### src/rtl/btn_pkg.sv
// Shared definitions for the push-button conditioning block: debounce FSM
// state encoding and the default acceptance window.
package btn_pkg;

    // Two-bit debounce FSM encoding; every code is legal but the FSM still
    // recovers to StIdle through its default branch.
    typedef enum logic [1:0] {
        StIdle       = 2'b00,
        StDebPress   = 2'b01,
        StPressed    = 2'b10,
        StDebRelease = 2'b11
    } btn_state_e;

    // 100 ms at 50 MHz.
    localparam int unsigned DefaultStableCount = 5000000;

endpackage

### src/rtl/sync_2ff.sv
// Generic two-flop synchroniser for slow asynchronous inputs.
// The reset value lets the chain start at the idle level of the pin so that
// reset exit never looks like an input transition.
module sync_2ff #(
    parameter int unsigned         WIDTH       = 1,
    parameter logic [WIDTH-1:0]    RESET_VALUE = '0
) (
    input  logic             clk,
    input  logic             rst,
    input  logic [WIDTH-1:0] d,
    output logic [WIDTH-1:0] q
);

    logic [WIDTH-1:0] meta_q;
    logic [WIDTH-1:0] sync_q;

    // Two-stage capture of the asynchronous input.
    always_ff @(posedge clk or posedge rst) begin
        if (rst) begin
            meta_q <= RESET_VALUE;
            sync_q <= RESET_VALUE;
        end else begin
            meta_q <= d;
            sync_q <= meta_q;
        end
    end

    assign q = sync_q;

endmodule

### src/rtl/button_debouncer.sv
// Push-button front end: synchronises the raw pin, normalises polarity so that
// 1 means pressed, rejects bounce shorter than STABLE_COUNT cycles and emits a
// clean level plus single-cycle press/release strobes.
// Optional build macro HOLD_REPEAT_EN adds auto-repeat press strobes while the
// button stays held (REPEAT_DELAY to the first, then every REPEAT_PERIOD).
module button_debouncer
    import btn_pkg::*;
#(
    parameter int unsigned STABLE_COUNT  = DefaultStableCount,
    parameter bit          ACTIVE_LOW    = 1'b1,
    parameter int unsigned REPEAT_DELAY  = 25000000,
    parameter int unsigned REPEAT_PERIOD = 5000000
) (
    input  logic clk,
    input  logic rst,
    input  logic btn_raw,
    output logic btn_level,
    output logic press_pulse,
    output logic release_pulse
);

    localparam int unsigned   CntW    = $clog2(STABLE_COUNT + 1);
    localparam logic [CntW-1:0] CntLast = CntW'(STABLE_COUNT - 1);

    // Reject configurations the counters cannot represent.
    if (STABLE_COUNT < 1 || REPEAT_DELAY < 1 || REPEAT_PERIOD < 1) begin : g_param_check
        $error("button_debouncer: STABLE_COUNT, REPEAT_DELAY and REPEAT_PERIOD must be >= 1");
    end

    logic       btn_synced;
    logic       btn_sync;

    btn_state_e state_q, state_d;
    logic [CntW-1:0] cnt_q, cnt_d;
    logic       level_q, level_d;
    logic       press_q, press_d;
    logic       release_q, release_d;

    // Synchroniser resets to the released pin level, so btn_sync starts at 0.
    sync_2ff #(
        .WIDTH       (1),
        .RESET_VALUE (ACTIVE_LOW)
    ) u_sync (
        .clk (clk),
        .rst (rst),
        .d   (btn_raw),
        .q   (btn_synced)
    );

    assign btn_sync = btn_synced ^ ACTIVE_LOW;

`ifdef HOLD_REPEAT_EN
    localparam int unsigned HoldMax = (REPEAT_DELAY > REPEAT_PERIOD) ? REPEAT_DELAY
                                                                     : REPEAT_PERIOD;
    localparam int unsigned HoldW   = $clog2(HoldMax + 1);
    localparam logic [HoldW-1:0] DelayLast  = HoldW'(REPEAT_DELAY - 1);
    localparam logic [HoldW-1:0] PeriodLast = HoldW'(REPEAT_PERIOD - 1);

    logic [HoldW-1:0] hold_q, hold_d;
    logic             rep_q, rep_d;   // first repeat already issued: use the period
    logic             repeat_fire;

    // Hold counter: runs only while settled in StPressed with the button down.
    always_comb begin
        hold_d      = hold_q;
        rep_d       = rep_q;
        repeat_fire = 1'b0;
        if (state_q == StPressed && btn_sync) begin
            if (hold_q == (rep_q ? PeriodLast : DelayLast)) begin
                repeat_fire = 1'b1;
                hold_d      = '0;
                rep_d       = 1'b1;
            end else begin
                hold_d = hold_q + 1'b1;
            end
        end else begin
            hold_d = '0;
            rep_d  = 1'b0;
        end
    end

    // Hold counter state.
    always_ff @(posedge clk or posedge rst) begin
        if (rst) begin
            hold_q <= '0;
            rep_q  <= 1'b0;
        end else begin
            hold_q <= hold_d;
            rep_q  <= rep_d;
        end
    end
`endif

    // Debounce FSM next state, window counter and pulse requests.
    always_comb begin
        state_d   = state_q;
        cnt_d     = cnt_q;
        level_d   = level_q;
        press_d   = 1'b0;
        release_d = 1'b0;

        case (state_q)
            StIdle: begin
                if (btn_sync) begin
                    state_d = StDebPress;
                    cnt_d   = '0;
                end
            end
            StDebPress: begin
                if (!btn_sync) begin
                    state_d = StIdle;
                end else if (cnt_q == CntLast) begin
                    state_d = StPressed;
                    level_d = 1'b1;
                    press_d = 1'b1;
                end else begin
                    cnt_d = cnt_q + 1'b1;
                end
            end
            StPressed: begin
                if (!btn_sync) begin
                    state_d = StDebRelease;
                    cnt_d   = '0;
                end
            end
            StDebRelease: begin
                if (btn_sync) begin
                    state_d = StPressed;
                end else if (cnt_q == CntLast) begin
                    state_d   = StIdle;
                    level_d   = 1'b0;
                    release_d = 1'b1;
                end else begin
                    cnt_d = cnt_q + 1'b1;
                end
            end
            default: begin
                state_d = StIdle;
                cnt_d   = '0;
                level_d = 1'b0;
            end
        endcase

`ifdef HOLD_REPEAT_EN
        press_d = press_d | repeat_fire;
`endif
    end

    // FSM, counter and registered outputs.
    always_ff @(posedge clk or posedge rst) begin
        if (rst) begin
            state_q   <= StIdle;
            cnt_q     <= '0;
            level_q   <= 1'b0;
            press_q   <= 1'b0;
            release_q <= 1'b0;
        end else begin
            state_q   <= state_d;
            cnt_q     <= cnt_d;
            level_q   <= level_d;
            press_q   <= press_d;
            release_q <= release_d;
        end
    end

    assign btn_level     = level_q;
    assign press_pulse   = press_q;
    assign release_pulse = release_q;

endmodule

### config.mk
export PLATFORM = sky130hd
export DESIGN_NAME = button_debouncer
export DESIGN_NICKNAME = d
export VERILOG_FILES = /design/src/rtl/btn_pkg.sv /design/src/rtl/sync_2ff.sv /design/src/rtl/button_debouncer.sv
export SDC_FILE = /design/constraint.sdc
export NUM_CORES = 1
export LEC_CHECK = 0
export BUFFER_PORTS_ARGS = -buffer_cell sky130_fd_sc_hd__buf_2
export CAP_MARGIN = 30
export CORE_ASPECT_RATIO = 1.4
export CORE_UTILIZATION = 40
export CTS_BUF_LIST = sky130_fd_sc_hd__clkbuf_2 sky130_fd_sc_hd__clkbuf_4 sky130_fd_sc_hd__clkbuf_8
export DETAILED_ROUTE_END_ITERATION = 10
export SLEW_MARGIN = 20
export SYNTH_ARGS = -nofsm -noshare
export SYNTH_HDL_FRONTEND = slang
export SYNTH_SLANG_ARGS = --single-unit
### constraint.sdc
create_clock -name clk -period 2.8 [get_ports clk]
set_clock_uncertainty 0.15 [all_clocks]
set_input_delay 0.56 -clock clk [delete_from_list [all_inputs] [get_ports clk]]
set_output_delay 0.56 -clock clk [all_outputs]
set_load 0.03 [all_outputs]
-- Yosys cells after proc, flatten, opt, wreduce, memory -nomap -nowiden
Index checks and enable logic that the tools add are counted.
W data, S select, Z words.
- flip-flop bits (word level): 30
- output and inout port bits: 3
- add/subtract/negate cells: 1
- eq/ne operators: 12
- muxes and demuxes: 23
- reduce and logical (&&, ||, !) cells: 5
- operators by type and width (cell ; count):
    $mux W23 ; 5
    $pmux W23 S4 ; 1
    $add A23 B1 Y23 const B ; 1
    $eq A23 B23 Y1 const B ; 1
    $mux W2 ; 6
    $mux W1 ; 9
    $ne A2 B2 Y1 const B ; 4
    $pmux W2 S4 ; 1
    $reduce_and A4 Y1 ; 2
    $reduce_and A5 Y1 ; 1
    $eq A2 B2 Y1 const B ; 2
    $ne A2 B1 Y1 const B ; 2
    $ne A3 B2 Y1 const B ; 1
    $ne A3 B3 Y1 const B ; 1
    $eq A2 B1 Y1 const B ; 1
    $logic_not A2 Y1 ; 1
    $pmux W1 S2 ; 1
    $reduce_bool A2 Y1 ; 1

-- Depth between registers and ports, before layout
Gate-level depths: netlist of run 1.
- depth after elaboration: 4
- gate-level depth with buffers: 6

-- Hierarchy
Synthesis of run 1 repeated with hierarchy kept, for this count alone.
- cell total of the unflattened synthesis: 200
- area, all modules: 1828.0 um2
- modules (own cells, without submodules) (module ; instances ; cells each ; area an instance (um2) ; sequential area each (um2)):
    button_debouncer ; 1 ; 197 ; 1771.7 ; 700.7
    sync_2ff ; 1 ; 3 ; 56.3 ; 52.6

-- Worst setup path before layout of run 1
No wires, ideal clock.
- path type: reg2reg
- start: register cnt_q[7]
- end: register cnt_q[0]
- data arrival time: 2.196 ns
- required time: 2.529 ns
- path slack: 0.333 ns
- stages on the path, launching flop included: 6
- path through: dfrtp_1 -> or4_1 -> or3_4 -> nor4_4 -> mux2_1 -> a22o_1
- longest elaborated chain between the ends: 4
- elaborated cells between the ends (all ways): 5
- classes of those cells: eq/ne: 1; mux: 4
- RTL lines (element ; line ; RTL):
    from (decl) ; button_debouncer.sv:34 ; logic [CntW-1:0] cnt_q, cnt_d;
    from (signal assigned) ; button_debouncer.sv:159 ; cnt_q <= cnt_d;
    $eq A23 B23 Y1 (*) ; button_debouncer.sv:112, button_debouncer.sv:129 ;
    $mux W23 (*) ; n/a ;
    $mux W23 (on tied branches) ; n/a ;
    $pmux W23 S4 (*) ; n/a ;
Every way passes the cells marked *; elsewhere a longest branch is shown, timed or not. The select of a mux whose other input is x is not followed.
A chain may end at the register's enable or synchronous reset.

-- Final worst setup path of run 1
Same ends and word-level chain as after synthesis.

==> results of run 1 <==
## synth_stat cells, drive strengths merged
cell / instances / area (sq um)
a21o: 4 / 30.0
a22o: 7 / 61.3
clkbuf: 6 / 22.5
o221ai: 2 / 17.5
nand4: 5 / 31.3
and3: 5 / 32.5
dfstp: 2 / 52.6
or4: 2 / 15.0
a41o: 2 / 20.0
o211a: 1 / 10.0
o311ai: 1 / 8.76
nor4: 9 / 77.6
o21a: 1 / 7.51
xnor2: 2 / 17.5
o31ai: 3 / 22.5
or2: 2 / 12.5
ha: 1 / 12.5
inv: 9 / 33.8
and2: 2 / 13.8
or3: 1 / 11.3
a21boi: 1 / 7.51
nor2: 5 / 18.8
mux2i: 3 / 30.0
a31oi: 1 / 6.26
xor2: 4 / 35.0
nor3: 3 / 15.0
nand3b: 4 / 30.0
and4: 3 / 27.5
o41ai: 1 / 8.76
mux2: 2 / 22.5
a211o: 2 / 17.5
nand4b: 3 / 26.3
o21ai: 4 / 20.0
dfrtp: 28 / 701
nand3: 10 / 50.1
nand2: 17 / 63.8
a21oi: 10 / 50.1
o211ai: 1 / 7.51
## routing by layer
metal,vias up,part of all wire,GRT usage
li1,662,-,-
met4,0,0.013,0.0878
met1,677,0.43,0.219
met5,-,0,0
met3,4,0.026,0.0367
met2,23,0.53,0.335
## power by group
group	switching [mW]	internal [mW]	total, mW	leakage [nW]
clock	0.169	0.197	0.366	0.0472
combinational	0.0416	0.0274	0.0690	0.393
sequential	0.0209	0.448	0.469	0.407
## cells in the final DEF, fill, tap and decap left out, types with 5 or more instances in the layout
cell type / instances
nand2_1: 17
buf_4: 6
a22o_1: 7
nand3_1: 10
inv_1: 9
a21oi_1: 10
clkbuf_8: 6
buf_2: 5
nand4_1: 5
dfrtp_1: 28
nor2_1: 5
nor4_1: 7
## worst min-delay path: stages
cell   delay (ns)
buf_2        0.10
inv_1        0.04
buf_4        0.35
## sequential cells by signal, indices dropped and copies added, names as in the netlist, named ones only
name / count
cnt_q: 23
btn_level: 1
release_pulse: 1
u_sync.meta_q: 1
u_sync.q: 1
state_q: 1
press_pulse: 1
## worst paths after layout
check | from | to | depth (start not counted)
min in group clk | u_sync.meta_q$_DFF_PP1_ | u_sync.q$_DFF_PP1_ | 0
setup / recovery | cnt_q[7]$_DFFE_PP0P_ | cnt_q[0]$_DFFE_PP0P_ | 5
setup reg to reg | cnt_q[7]$_DFFE_PP0P_ | cnt_q[0]$_DFFE_PP0P_ | 5
hold / removal | rst | cnt_q[2]$_DFFE_PP0P_ | 3
hold reg to reg | u_sync.meta_q$_DFF_PP1_ | u_sync.q$_DFF_PP1_ | 0
max in group asynchronous | rst | u_sync.q$_DFF_PP1_ | 3
## through the flow
| step | total power [mW] | std cells | worst slack, ns | utilization | hold slack [ns] |
|---|---|---|---|---|---|
| 3_5_place_dp | 0.544 | 217 | 0.263 | 0.443 | 0.201 |
| 4_1_cts | 0.914 | 225 | 0.247 | 0.467 | 0.209 |
| 5_1_grt | 0.943 | 225 | 0.178 | 0.467 | 0.215 |
| 6_report | 0.905 | 225 | 0.259 | 0.467 | 0.199 |
| 2_1_floorplan | 0.522 | 169 | 0.333 | - | 0.195 |
| 3_3_place_gp | 0.542 | 217 | 0.317 | 0.443 | 0.199 |
## final cells by class
| class | count | area [sq um] |
|---|---|---|
| clock buffers | 6 | 82.6 |
| clock inverters | 2 | 12.5 |
| fillers | 359 | 2110 |
| inverters | 9 | 33.8 |
| multi-input cells | 124 | 838 |
| flip-flops and latches | 30 | 753 |
| well taps | 43 | 53.8 |
| repair buffers | 11 | 70.1 |
## kinds of logic (layout without fill, tap and decap cells)
kind of cell / count (synthesis) / in the layout / synth area share
mux: 5 / 5 / 0.0319
compound gates: 41 / 41 / 0.179
simple gates: 71 / 71 / 0.258
buf+inv: 15 / 28 / 0.0342
fa+ha+maj: 1 / 1 / 0.00759
xor+xnor: 6 / 6 / 0.0319
flops: 30 / 30 / 0.457
==> impl_metrics.yaml, run 1 <==
clock_tree:
  tritoncts.num_buffers: 5
  htreeDepth: 2
  post_cts_repair_timing_setup_buffer_count: 0
  cts_sinks: 30
  clk_path_buf_depth: 2
  clock_tree_from_tritoncts: "yes"
  root_buffer: "clkbuf_8"
  insertion_delay_of_the_later_clocked_pin_in_the_worst_skew_pair_ns: 0.28
  ctsHoldBuffers: 0
  clk_transition_reported_paths_ns: 0.07
  post_cts.resized_instances: 0
status:
  outcome: "finished clean"
route:
  firstDrtPassIters: 4
  avgRoutedWirePerCell_microns: 16.7
  drtIter0Drc: 38
  detail_route.drc_violations: 0
  drtAntennaViolNets: 0
  detailroute.via_count: 1366
  routed_wire_length_mm: 3.76
  vias_per_cell: 6.07
timing:
  timing.final.setup_violations: 0
  timing.final.crit_period_ns: 2.54
  post-route-period-util: 0.907
  max_freq_mhz: 394
  final.setup.tns_ns: 0
  transition_time_at_the_pin_with_the_least_slew_margin_ns: 0.387
  rsz0062_at_grt: "false"
  finalMaxSlewViolations: 0
  worst_slew_margin_relative_to_its_limit: 0.740
  final-hold-violation-count: 0
power:
  vdd.ir_drop.worst_uv: 392
  p_leak_nw: 0.847
  power_per_cell_area_nw_per_um2: 490
global_route:
  grt_pass1_vias: 1367
  groute.usage.overall: 0.190
  initial_antenna_violation_count: 0
  grt_pass1_wl_mm: 6.40
  grt_overflow_total: 0
  grt_start_max_net_pins: 31
die:
  top_level_ports: 6
  dieWidth_microns: 56.2
  initial_utilization: 0.417
  design.core.area_sq_um: 3950
  rows: 27
  fp.dieArea_sq_um: 4380
  chipHeight_microns: 77.9
worst_setup_path:
  crit_arrival_ns: 2.56
  crit_path_start_kind: "flop"
  worstPathCellList: "or4_1 > or3_4 > nor4_4 > mux2_1 > a22o_1"
  worstPathBufferInverterCount: 0
  cpPeakStageDelay_ns: 0.53
  timing.critical_path.max_delay_family: "simple AND/OR/NAND/NOR gates"
  setup_slack_of_the_worst_register_to_register_path_ns: 0.26
  timing.setup.critical_path_class: "reg2reg"
  critical_path_required_ns: 2.82
  crit_path_top_delay_cell: "or4_1"
  end_kind: "flop"
  path_max_fanout: 6
layout:
  area_delta_synth_final_pct: 11.9
  insertedDiodeCount: 0
  post-route-cell-area_sq_um: 1840
  drive_above_1_share: 0.165
  design.final.nets: 185
logic_synthesis:
  avgSynthCellArea_sq_um: 9.75
  syn-instance-count: 169
  cell_area_synth_sq_um: 1650
  number_of_warnings_printed_during_yosys_synthesis: 0
  synth_nets: 173
  ys_ff_latch: 30
  synth.lib_cells_used.distinct: 44
  sequential_cell_area_fraction_in_the_yosys_report: 0.457
placement:
  io_buffer_count: 5
  dpl-instance-area_sq_um: 1750
  gpl.final_weighted_congestion: 0.829
  dp_hpwl_mm: 2.50
hold_path:
  hold_path_class: "in2async"
job:
  max_cap_violations: 0
No activity file was read; power rests on OpenSTA's default activity.
==> inputs of run 2 (changes only) <==
CTS_BUF_LIST = sky130_fd_sc_hd__clkbuf_2   (was sky130_fd_sc_hd__clkbuf_2 sky130_fd_sc_hd__clkbuf_4 sky130_fd_sc_hd__clkbuf_8)
==> run 2 against run 1 <==
- die area did not move
- sequential cell count stayed put
- clock power down 40%
- combinational power decreased by 2%
- power down 16%
- global-route usage up 0.070 points
- first-iteration DRC count grew 18%
- register-to-register slack barely moved
- final cell count did not move
- highest routed layer unchanged
==> impl_metrics.yaml, run 2 (same netlist as run 1, synthesis figures left out) <==
layout:
  post-route-cell-area_sq_um: 1790
  drive_above_1_share: 0.159
  final.fill_count: 366
  most-common-layout-cells: "dfrtp_1, nand2_1, nand3_1, a21oi_1, inv_1"
  area_delta_synth_final_pct: 8.66
  largest-register: "cnt_q"
  post_route_core_utilization: 0.453
  layout.area.seq_sq_um: 753
  multi_input_area_sq_um: 838
  instances_no_fill: 225
  design.final.nets: 185
  largest_register_ffs: 23
  final_common_cell: "dfrtp_1"
  insertedDiodeCount: 0
timing:
  transition_time_at_the_pin_with_the_least_slew_margin_ns: 0.392
  finalMaxSlewViolations: 0
  post-route-period-util: 0.912
  timing.final.crit_period_ns: 2.55
  fin_worst_hold_slack_ns: 0.0713
  worst_slew_margin_relative_to_its_limit: 0.736
  max_freq_mhz: 392
  final-hold-violation-count: 0
  rsz0062_at_grt: "false"
  timing.final.setup_violations: 0
  final.setup.tns_ns: 0
clock_tree:
  post_cts.resized_instances: 0
  tritoncts.num_buffers: 5
  clk_transition_reported_paths_ns: 0.17
  clk_path_buf_depth: 2
  root_buffer: "clkbuf_2"
  post_cts_repair_timing_setup_buffer_count: 0
  clock_tree_from_tritoncts: "yes"
  htreeDepth: 2
  insertion_delay_of_the_later_clocked_pin_in_the_worst_skew_pair_ns: 0.38
  cts_sinks: 30
  ctsHoldBuffers: 0
global_route:
  initial_antenna_violation_count: 0
  grt_pass1_wl_mm: 6.36
  groute.usage.overall: 0.191
  grt_overflow_total: 0
  grt_pass1_vias: 1359
  grt_start_max_net_pins: 31
die:
  top_level_ports: 6
  fp.dieArea_sq_um: 4380
  rows: 27
  design.core.area_sq_um: 3950
  initial_utilization: 0.417
  dieWidth_microns: 56.2
  chipHeight_microns: 77.9
placement:
  place.detailed.instances: 217
  dp_hpwl_mm: 2.50
  gpl.final_weighted_congestion: 0.829
  dpl-instance-area_sq_um: 1750
  io_buffer_count: 5
worst_setup_path:
  end_kind: "flop"
  critical_path_required_ns: 2.94
  crit_path_top_delay_cell: "or4_1"
  path_max_fanout: 6
  worstPathBufferInverterCount: 0
  crit_arrival_ns: 2.69
  timing.critical_path.max_delay_family: "simple AND/OR/NAND/NOR gates"
  cpPeakStageDelay_ns: 0.53
  worstPathCellList: "or4_1 > or3_4 > nor4_4 > mux2_1 > a22o_1"
  crit_path_start_kind: "flop"
  timing.setup.critical_path_class: "reg2reg"
route:
  drtIter0Drc: 45
  drtAntennaViolNets: 0
  avgRoutedWirePerCell_microns: 16.5
  detail_route.drc_violations: 0
  routed_wire_length_mm: 3.72
  firstDrtPassIters: 4
  detailroute.via_count: 1365
  vias_per_cell: 6.07
hold_path:
  hold_path_class: "in2async"
power:
  p_leak_nw: 0.827
  power_per_cell_area_nw_per_um2: 423
  vdd.ir_drop.worst_uv: 323
job:
  max_cap_violations: 0
status:
  outcome: "finished clean"
==> run 2: changes by cell type in the layout (fill, tap and decap cells not counted) <==
cell and delta:
clkinv_1 +1, clkbuf_2 +5, clkbuf_8 -6
==> run 2: cell type report <==
| cell class | instances | share of cell area |
|---|---|---|
| Clock buffer | 5 | 0.0140 |
| Sequential cell | 30 | 0.421 |
| Clock inverter | 3 | 0.00908 |
| Tap cell | 43 | 0.0300 |
| Inverter | 9 | 0.0189 |
| Timing Repair Buffer | 11 | 0.0391 |
| Multi-Input combinational cell | 124 | 0.468 |
==> run 2: metrics by stage <==
stage | worst slack [ns] | power (mW)
floorplan | 0.333 | 0.522
global placement | 0.317 | 0.542
detailed placement | 0.263 | 0.544
CTS | 0.227 | 0.765
global route | 0.179 | 0.794
finish | 0.246 | 0.757
==> run 2: power by group <==
group          internal, mW  total (mW)  switching [mW]  leakage (nW)
Clock                0.0569       0.221           0.164        0.0264
Combinational        0.0269      0.0677          0.0408         0.393
Sequential            0.448       0.469          0.0202         0.407
==> run 2: path summary, 6_finish.rpt <==
check	startpoint	to	slack, ns	depth (start not counted)
max	cnt_q[7]$_DFFE_PP0P_	cnt_q[0]$_DFFE_PP0P_	0.25	5
min	rst	cnt_q[7]$_DFFE_PP0P_	0.07	3
max reg2reg	cnt_q[7]$_DFFE_PP0P_	cnt_q[0]$_DFFE_PP0P_	0.25	5
min reg2reg	u_sync.meta_q$_DFF_PP1_	u_sync.q$_DFF_PP1_	0.22	0
max in group asynchronous	rst	u_sync.q$_DFF_PP1_	2.11	3
min in group clk	btn_raw	u_sync.meta_q$_DFF_PP1_	0.11	1
==> run 2: worst register-to-register path, cell delays in order, from the launching register on <==
cell	delay (ns)
dfrtp_1	0.47
or4_1	0.53
or3_4	0.40
nor4_4	0.39
mux2_1	0.36
a22o_1	0.18
==> run 2: metal layers <==
layer / global-route usage / vias up / routed length [microns]
met5: 0 / - / 0
met4: 0.0902 / 0 / 59
li1: - / 661 / -
met2: 0.330 / 21 / 1940
met1: 0.218 / 678 / 1620
met3: 0.0467 / 5 / 103
==> inputs of run 3 (changes only) <==
SYNTH_HIERARCHICAL = 1   (was default)
==> run 3 against run 2 <==
- non-clock buffer count grew 4
- largest power group unchanged
- area after synthesis grew 11%
- critical endpoint is now cnt_q[22]$_DFFE_PP0P_
- largest cell class unchanged
- critical path type unchanged
- sequential cell count is the same
- synthesized cell count grew 18%
- wire length grew 32%
==> impl_metrics.yaml, run 3 <==
global_route:
  grt_pass1_vias: 1653
  grt_pass1_wl_mm: 8.11
  groute.usage.overall: 0.228
  grt_start_max_net_pins: 29
  grt_overflow_total: 0
  initial_antenna_violation_count: 0
clock_tree:
  root_buffer: "clkbuf_2"
  clk_path_buf_depth: 2
  post_cts.resized_instances: 0
  tritoncts.num_buffers: 5
  cts_sinks: 30
  insertion_delay_of_the_later_clocked_pin_in_the_worst_skew_pair_ns: 0.37
  clock_tree_from_tritoncts: "yes"
  post_cts_repair_timing_setup_buffer_count: 0
  htreeDepth: 2
  clk_transition_reported_paths_ns: 0.18
  ctsHoldBuffers: 0
timing:
  worst_slew_margin_relative_to_its_limit: 0.433
  max_freq_mhz: 401
  timing.final.setup_violations: 0
  final-hold-violation-count: 0
  final.setup.tns_ns: 0
  transition_time_at_the_pin_with_the_least_slew_margin_ns: 0.843
  rsz0062_at_grt: "false"
  timing.final.crit_period_ns: 2.49
  post-route-period-util: 0.891
  finalMaxSlewViolations: 0
  setup_ws_ns: 0.306
layout:
  drive_above_1_share: 0.143
  largest-register: "cnt_q"
  insertedDiodeCount: 0
  largest_register_ffs: 23
  final.fill_count: 426
  final_common_cell: "dfrtp_1"
  area_delta_synth_final_pct: 8.62
  design.final.nets: 213
  most-common-layout-cells: "dfrtp_1, nand2_1, nand3_1"
worst_setup_path:
  timing.reg2reg.worst_path_depth: 5
  timing.rr.end: "cnt_q[22]$_DFFE_PP0P_"
  crit_path_top_delay_cell: "or4_1"
  setup_slack_of_the_worst_register_to_register_path_ns: 0.31
  crit_path_start_kind: "flop"
  crit_path_frequent_cell: "or4_1"
  worstPathCellList: "or4_1 > or4_1 > o21ai_4 > buf_4 > o211ai_1"
  path_max_fanout: 11
  critical_path_required_ns: 2.88
  cpPeakStageDelay_ns: 0.60
  end_kind: "flop"
  crit_arrival_ns: 2.57
  timing.setup.critical_path_class: "reg2reg"
  regToRegStartpoint: "cnt_q[7]$_DFFE_PP0P_"
die:
  chipHeight_microns: 82.0
  design.core.area_sq_um: 4310
  initial_utilization: 0.424
  dieWidth_microns: 59.1
  rows: 28
  fp.dieArea_sq_um: 4850
  top_level_ports: 6
placement:
  pre_cts_slack_ns: 0.373
  gpl.final_weighted_congestion: 0.946
  dp_hpwl_mm: 3.56
  io_buffer_count: 5
logic_synthesis:
  post-synth-top-count-cell: "dfrtp_1"
  synth.lib_cells_used.distinct: 54
  postSynth.asyncResetShare: 1.00
  avgSynthCellArea_sq_um: 9.14
  sequential_cell_area_fraction_in_the_yosys_report: 0.412
  synth_nets: 204
  syn-instance-count: 200
  cell_area_synth_sq_um: 1830
  yosys-top-cells-count: "dfrtp_1, nand2_1, clkbuf_1, nand3_1"
  ys.flop_type: "dfrtp_1"
  synth_top_cells_by_area: "dfrtp_1, nand2_1, nand3_1"
  number_of_warnings_printed_during_yosys_synthesis: 6
  ys_ff_latch: 30
  synth_top_cell_by_area: "dfrtp_1"
  synth-edff-count: 0
  netlist.area_leader.share: 0.383
power:
  vdd.ir_drop.worst_uv: 143
  power.share.switching: 0.290
  p_leak_nw: 0.818
  p_int_mw: 0.535
  power_per_cell_area_nw_per_um2: 380
  net-switching-power_mw: 0.219
  logic_gate_share_of_total_power: 0.097
  share_clk_of_total_power: 0.283
  power.share.sequential: 0.620
route:
  avgRoutedWirePerCell_microns: 18.3
  vias_per_cell: 6.24
  firstDrtPassIters: 4
  routed_wire_length_mm: 4.93
  detailroute.via_count: 1686
  drtAntennaViolNets: 0
  drtIter0Drc: 58
  detail_route.drc_violations: 0
job:
  max_cap_violations: 0
status:
  outcome: "finished clean"
hold_path:
  hold_path_class: "in2async"
-- run 3: worst max-delay path, delay by kind of cell (launching register included) --
family | cells | cell delay, ns
compound gates | 2 | 0.35
buf+inv | 1 | 0.23
flops | 1 | 0.49
simple gates | 2 | 1.13
-- run 3: how the worst max path moves through the flow --
stage	cells past startpoint	slack, ns	startpoint	to
final	5	0.31	cnt_q[7]$_DFFE_PP0P_	cnt_q[22]$_DFFE_PP0P_
after global routing	5	0.23	cnt_q[7]$_DFFE_PP0P_	cnt_q[20]$_DFFE_PP0P_
after floorplan	6	0.57	cnt_q[7]$_DFFE_PP0P_	cnt_q[6]$_DFFE_PP0P_
after detailed placement	5	0.37	cnt_q[7]$_DFFE_PP0P_	cnt_q[22]$_DFFE_PP0P_
after CTS	5	0.33	cnt_q[7]$_DFFE_PP0P_	cnt_q[22]$_DFFE_PP0P_
after global placement	5	0.41	cnt_q[7]$_DFFE_PP0P_	cnt_q[22]$_DFFE_PP0P_
-- run 3: layout make-up --
class	instances	area (sq um)	share of cell area
Clock buffer	6	30.0	0.0151
Clock inverter	2	8.76	0.00441
Inverter	9	33.8	0.0170
Multi-Input combinational cell	148	985	0.496
Sequential cell	30	753	0.379
Tap cell	60	75.1	0.0378
Timing Repair Buffer	15	100	0.0504
-- run 3: cell families after synthesis --
kind of cell / synth area share
compound gates: 0.213
simple gates: 0.281
xor+xnor: 0.00958
mux: 0.0281
buf+inv: 0.0493
flops: 0.412
fa+ha+maj: 0.00684
-- run 3: routing by layer --
| layer | global-route usage | wire length (microns) | vias to the layer above |
|---|---|---|---|
| met3 | 0.0472 | 226 | 12 |
| met4 | 0.131 | 143 | 0 |
| li1 | - | - | 790 |
| met1 | 0.255 | 1980 | 822 |
| met2 | 0.395 | 2580 | 62 |
| met5 | 0 | 0 | - |
-- run 3: power by group through the flow --
stage / clock [mW] / sequential (mW) / combinational [mW]
floorplan: 0 / 0.459 / 0.0617
CTS: 0.223 / 0.466 / 0.0729
global placement: 0 / 0.473 / 0.0704
finish: 0.214 / 0.467 / 0.0732
global route: 0.243 / 0.469 / 0.0801
detailed placement: 0 / 0.473 / 0.0734
-- run 3: through the flow --
stage | hold slack (ns) | total power, mW | cells | area [sq um] | utilization
final | 0.0551 | 0.754 | 270 | 1990 | 0.461
after global routing | 0.0291 | 0.792 | 270 | 1990 | 0.461
after CTS | 0.0335 | 0.763 | 270 | 1990 | 0.461
after detailed placement | 0.201 | 0.547 | 262 | 1950 | 0.452
after global placement | 0.200 | 0.544 | 262 | 1950 | 0.452
after floorplan | 0.195 | 0.521 | 200 | 1830 | -
